--- src/rtl/wb_master_pkg.sv ---
// Shared types and default widths for the Wishbone classic master bridge.
// Optional bus-wait timeout is enabled with macro WB_MASTER_TIMEOUT_EN.
package wb_master_pkg;

    localparam int unsigned WB_ADDR_W_DEF = 32;
    localparam int unsigned WB_DATA_W_DEF = 32;

    // Bridge control states: wait for command, run bus cycle, hold response
    typedef enum logic [1:0] {
        IDLE = 2'd0,
        BUS  = 2'd1,
        RESP = 2'd2
    } state_e;

endpackage

--- src/rtl/wb_master_wdog.sv ---
// Bus-wait watchdog for wb_master_bridge (used only when WB_MASTER_TIMEOUT_EN
// is defined). Counts BUS cycles without ack and flags the cycle in which the
// count reaches LIMIT, so the bridge can abort on that same edge.
module wb_master_wdog #(
    parameter int unsigned LIMIT = 16
) (
    input  logic clk,
    input  logic rst,
    input  logic clear_i,
    input  logic cnt_en_i,
    output logic expired_o
);

    localparam logic [7:0] LAST = 8'(LIMIT - 1);

    logic [7:0] count_q;
    logic [7:0] count_d;

    // Next count: clear on entry to BUS, otherwise step once per un-acked BUS cycle
    always_comb begin
        count_d = count_q;
        if (clear_i) begin
            count_d = '0;
        end else if (cnt_en_i) begin
            count_d = count_q + 8'd1;
        end
    end

    // Count register with synchronous reset
    always_ff @(posedge clk) begin
        if (rst) begin
            count_q <= '0;
        end else begin
            count_q <= count_d;
        end
    end

    // Fires when this cycle's increment brings the count to LIMIT
    assign expired_o = cnt_en_i && !clear_i && (count_q == LAST);

endmodule

--- src/rtl/wb_master_bridge.sv ---
// Command/response to Wishbone classic master bridge. One bus cycle per
// accepted command, no overlap; all outputs registered.
// Define WB_MASTER_TIMEOUT_EN to abort a bus cycle after TIMEOUT_CYCLES
// un-acked cycles with an error response.
module wb_master_bridge
    import wb_master_pkg::*;
#(
    parameter int unsigned ADDR_W         = WB_ADDR_W_DEF,
    parameter int unsigned DATA_W         = WB_DATA_W_DEF,
    parameter int unsigned TIMEOUT_CYCLES = 16
) (
    input  logic              clk,
    input  logic              rst,
    input  logic              cmd_valid,
    output logic              cmd_ready,
    input  logic              cmd_we,
    input  logic [ADDR_W-1:0] cmd_addr,
    input  logic [DATA_W-1:0] cmd_wdata,
    output logic              rsp_valid,
    input  logic              rsp_ready,
    output logic [DATA_W-1:0] rsp_rdata,
    output logic              rsp_err,
    output logic              wb_cyc,
    output logic              wb_stb,
    output logic              wb_we,
    output logic [ADDR_W-1:0] wb_addr,
    output logic [DATA_W-1:0] wb_data_o,
    input  logic [DATA_W-1:0] wb_data_i,
    input  logic              wb_ack
);

    if (TIMEOUT_CYCLES < 1 || TIMEOUT_CYCLES > 255) begin : g_bad_timeout
        $error("wb_master_bridge: TIMEOUT_CYCLES must be within 1..255");
    end

    state_e              state_q;
    logic                cmd_ready_q;
    logic                wb_cyc_q;
    logic                wb_stb_q;
    logic                wb_we_q;
    logic [ADDR_W-1:0]   wb_addr_q;
    logic [DATA_W-1:0]   wb_data_q;
    logic                rsp_valid_q;
    logic [DATA_W-1:0]   rsp_rdata_q;
    logic                rsp_err_q;

    logic                accept;
    logic                timeout_hit;

    assign accept = cmd_valid && cmd_ready_q;

`ifdef WB_MASTER_TIMEOUT_EN
    logic wait_cycle;
    assign wait_cycle = (state_q == BUS) && !wb_ack;

    wb_master_wdog #(
        .LIMIT (TIMEOUT_CYCLES)
    ) u_wdog (
        .clk       (clk),
        .rst       (rst),
        .clear_i   (accept),
        .cnt_en_i  (wait_cycle),
        .expired_o (timeout_hit)
    );
`else
    assign timeout_hit = 1'b0;
`endif

    // Control FSM; every output is a register updated here
    always_ff @(posedge clk) begin
        if (rst) begin
            state_q     <= IDLE;
            cmd_ready_q <= 1'b0;
            wb_cyc_q    <= 1'b0;
            wb_stb_q    <= 1'b0;
            wb_we_q     <= 1'b0;
            wb_addr_q   <= '0;
            wb_data_q   <= '0;
            rsp_valid_q <= 1'b0;
            rsp_rdata_q <= '0;
            rsp_err_q   <= 1'b0;
        end else begin
            case (state_q)
                IDLE: begin
                    cmd_ready_q <= 1'b1;
                    if (accept) begin
                        cmd_ready_q <= 1'b0;
                        wb_we_q     <= cmd_we;
                        wb_addr_q   <= cmd_addr;
                        wb_data_q   <= cmd_wdata;
                        wb_cyc_q    <= 1'b1;
                        wb_stb_q    <= 1'b1;
                        state_q     <= BUS;
                    end
                end
                BUS: begin
                    // Ack wins over a timeout expiring on the same edge
                    if (wb_ack) begin
                        wb_cyc_q    <= 1'b0;
                        wb_stb_q    <= 1'b0;
                        rsp_valid_q <= 1'b1;
                        rsp_rdata_q <= wb_we_q ? '0 : wb_data_i;
                        rsp_err_q   <= 1'b0;
                        state_q     <= RESP;
                    end else if (timeout_hit) begin
                        wb_cyc_q    <= 1'b0;
                        wb_stb_q    <= 1'b0;
                        rsp_valid_q <= 1'b1;
                        rsp_rdata_q <= '0;
                        rsp_err_q   <= 1'b1;
                        state_q     <= RESP;
                    end
                end
                RESP: begin
                    if (rsp_ready) begin
                        rsp_valid_q <= 1'b0;
                        rsp_err_q   <= 1'b0;
                        cmd_ready_q <= 1'b1;
                        state_q     <= IDLE;
                    end
                end
                default: begin
                    state_q <= IDLE;
                end
            endcase
        end
    end

    assign cmd_ready = cmd_ready_q;
    assign wb_cyc    = wb_cyc_q;
    assign wb_stb    = wb_stb_q;
    assign wb_we     = wb_we_q;
    assign wb_addr   = wb_addr_q;
    assign wb_data_o = wb_data_q;
    assign rsp_valid = rsp_valid_q;
    assign rsp_rdata = rsp_rdata_q;
    assign rsp_err   = rsp_err_q;

endmodule

--- config.mk ---
export PLATFORM = sky130hd
export DESIGN_NAME = wb_master_bridge
export DESIGN_NICKNAME = d
export VERILOG_FILES = /design/src/rtl/wb_master_pkg.sv /design/src/rtl/wb_master_wdog.sv /design/src/rtl/wb_master_bridge.sv
export SDC_FILE = /design/constraint.sdc
export NUM_CORES = 1
export LEC_CHECK = 0
export CAP_MARGIN = 20
export CELL_PAD_IN_SITES_DETAIL_PLACEMENT = 1
export CELL_PAD_IN_SITES_GLOBAL_PLACEMENT = 1
export CORE_MARGIN = 2
export CORE_UTILIZATION = 27
export CTS_CLUSTER_DIAMETER = 200
export DETAILED_ROUTE_END_ITERATION = 6
export PLACE_DENSITY = 0.87
export SLEW_MARGIN = 5
export SYNTH_ARGS = -nofsm -noshare
export SYNTH_HDL_FRONTEND = slang
export SYNTH_SLANG_ARGS = --single-unit
--- constraint.sdc ---
create_clock -name clk -period 1.6 [get_ports clk]
set_input_delay 0.32 -clock clk [delete_from_list [all_inputs] [get_ports clk]]
set_output_delay 0.32 -clock clk [all_outputs]
set_load 0.05 [all_outputs]
==> results by group <==
Timing
  • Tmin final: 1490 ps
  • Worst hold-check slack: 313 ps
  • Clock tree skew after final layout: 7.53 ps
  • Highest achievable clock rate: 672 MHz
  • # setup viols final: 0
  • Number of hold-slack violations in the final timing report: 0
  • RSZ-0062 raised after global routing: false
  • Final period util: 93.1%
  • Setup tns final: 0 ps
  • Number of slew-limit violations in the final report: 0

Logic synthesis
  • Leading cell type by number of instances after synthesis: nand2_1
  • Mean post-synth cell area: 8.20 um2
  • Area contributors post-synth: dfxtp_1 55%, nand2_1 16%, a21oi_1 14%
  • Mapped Nets: 553
  • Area fraction in compound gates after synthesis: 14.0%
  • Adder-Cell Fraction of Synth Area: 0%
  • Sequential element share of the synthesized area: 55.2%
  • Synth top cells by count: 162 x nand2_1, 102 x a21oi_1, 102 x dfxtp_1, 33 x nand3b_1, 18 x clkbuf_1
  • Synth Cell Area: 0.00370 mm2
  • Area share of the largest cell type after synthesis: 55.2%
  • Area fraction in and, or, nand and nor cells after synthesis: 25.1%
  • Xor and xnor area share after synthesis: 0%
  • Seq cells post-synth: 102
  • Proportion of synthesized area in mux cells: 0%
  • Library cell with the largest summed area after synthesis: dfxtp_1
  • Synth Warn #: 0
  • Largest family of logic cells by synthesized area: simple AND/OR/NAND/NOR gates
  • Number of synthesized flops with an enable pin: 0
  • Most frequently used flop master after synthesis: dfxtp_1
  • Share of synthesized registers carrying an async set or reset: 0%
  • Post-synthesis instance total: 451
  • Count of unique library cells instantiated by Yosys: 18

Clocking
  • Resized cells post-CTS: 0
  • Number of buffers inserted by post-CTS setup repair: 0
  • Max Root-Sink Buffers: 2
  • Clock insertion delay at the later pin of the skew report: 350 ps
  • Clock tree from TritonCTS: yes
  • Number of hold buffers added after CTS: 0
  • Reg clk slew, reported paths: 70 ps
  • Clk sink count: 102
  • CTS Root Buffer Type: clkbuf_16
  • Inserted Clock Buffers: 9
  • Number of H-tree levels: 3

Cells and area
  • Proportion of layout cells with a drive suffix above 1: 20.1%
  • Net total in the final layout: 739
  • Post-Layout Cell Count: 818
  • Final antenna diode count: 0
  • Cell area after layout: 0.00600 mm2
  • Syn-to-layout area delta: 62.3%

Place
  • Placed wire-length estimate: 9.19 mm
  • Area after DPL: 0.00569 mm2
  • PortBufs: 202
  • Weighted congestion reported at the end of routability-driven placement: 0.708
  • # placed instances: 802

Die
  • Effective utilization at floorplan: 27.8%
  • Core ar.: 0.0133 mm2
  • Number of top-level pins: 204
  • Die area: 0.0146 mm2
  • Vertical extent of the die: 121 um
  • Die outline width: 121 um
  • Standard-cell rows: 42

Critical path
  • Critical path data required time: 1280 ps
  • Reg2Reg Setup Slack: 240 ps
  • Kind of critical path: reg2out
  • Capture instance of the worst register-to-register path: wb_addr[1]
  • Worst Setup Start Kind: flip-flop
  • Setup crit end kind: primary output
  • Startpoint of the lowest-slack register-to-register path: state_q[0]
  • Depth of the worst register-to-register path: 4
  • Arrival time reported for the critical path endpoint: 1170 ps
  • Max FO, Critical Path: 33

Route
  • Residual DRC count: 0
  • Vias after detailed routing: 3796
  • Routed WL per cell: 15.3 um
  • DRT Pass-1 Iters: 4
  • Wire length reported by the detailed router: 12.5 mm
  • Post-route ant nets: 0
  • Iteration-0 DRC count of the detailed router: 151
  • Vias per std cell: 4.64

Hold path
  • WHS Endpoint: rsp_valid
  • Worst hold path type: in2reg
  • Hold depth: 2
  • HP Start: rst

Run
  • Max-cap check violation count: 0

Global route
  • Initial antenna violation count: 0
  • Overall track demand over capacity in global routing: 17.2%
  • Number of global-route vias before repair: 4058
  • Global-route wire length before repair: 19.7 mm
  • Pin count of the biggest net entering global routing: 58
  • Total congestion overflow after global routing: 0

Power and ir drop
  • Sum of internal, switching and leakage power: 6.19 mW
  • Worst voltage drop across the vdd grid: 0.702 mV
  • Cell area power density: 1030 mW/mm2
  • Static Leak: 2.33 nW

Outcome
  • Run status: finished, final reports clean
==> metrics by stage <==
stage	setup WS [ps]	util, %
floorplan	160	-
global placement	-17.2	42.8
detailed placement	-108	42.8
CTS	80.1	45.1
global route	13.9	45.1
finish	111	45.1
==> cell usage in the layout (no fill, tap or decap), drive strengths merged, types with 2 or more instances in the layout <==
cell,instances
a21oi,102
buf,113
clkbuf,13
clkdlybuf4s50,100
dfxtp,102
nand2,162
nand2b,2
nand3b,33
nor2,4
==> metal layers <==
| layer | up-vias | wire length, um | track usage, % |
|---|---|---|---|
| met5 | - | 0 | 0 |
| met1 | 1807 | 4820 | 17.8 |
| met3 | 25 | 930 | 6.39 |
| met4 | 0 | 362 | 8.07 |
| met2 | 127 | 6430 | 30.5 |
| li1 | 1837 | - | - |
==> cells by family (layout without fill, tap and decap cells) <==
logic type,after synthesis,count (layout)
buf+inv,39,230
flops,102,102
compound gates,103,103
other cells,1,1
simple gates,206,206
==> sequential cells by signal (all words and copies together) (netlist names) <==
| signal | cells |
|---|---|
| cmd_ready | 1 |
| wb_stb | 1 |
| wb_data_o | 32 |
| wb_we | 1 |
| rsp_rdata | 32 |
| wb_addr | 32 |
| state_q | 2 |
| rsp_valid | 1 |
==> worst max-delay path, cell delays in order, from the launching register on <==
cell	delay, ps
dfxtp_1	340
buf_4	290
buf_12	180
==> report_power, final <==
part           total, mW  leakage [nW]  internal (mW)  switching [mW]
Clock               2.22         0.146           1.30           0.926
Combinational       1.24          1.35          0.508           0.734
Sequential          2.72         0.829           2.65          0.0707
==> worst max path at each step <==
stage | from | slack [ps] | cells past startpoint | endpoint
3_5_place_dp | cmd_valid | -110 | 5 | wb_data_o[12]
4_1_cts | wb_we | 80 | 2 | wb_we
5_1_grt | wb_we | 10 | 2 | wb_we
6_report | wb_we | 110 | 2 | wb_we
3_3_place_gp | cmd_valid | -20 | 5 | wb_addr[11]
2_1_floorplan | cmd_ready | 160 | 5 | wb_addr[0]
==> layout make-up <==
cell class | count | area (um2)
Inverter | 1 | 3.75
Clock buffer | 13 | 260
Clock inverter | 3 | 42.5
Timing Repair Buffer | 213 | 1960
Tap cell | 176 | 220
Multi-Input combinational cell | 310 | 1470
Sequential cell | 102 | 2040
Fill cell | 1540 | 7300
Note: power is estimated with default switching activity, not from simulation.
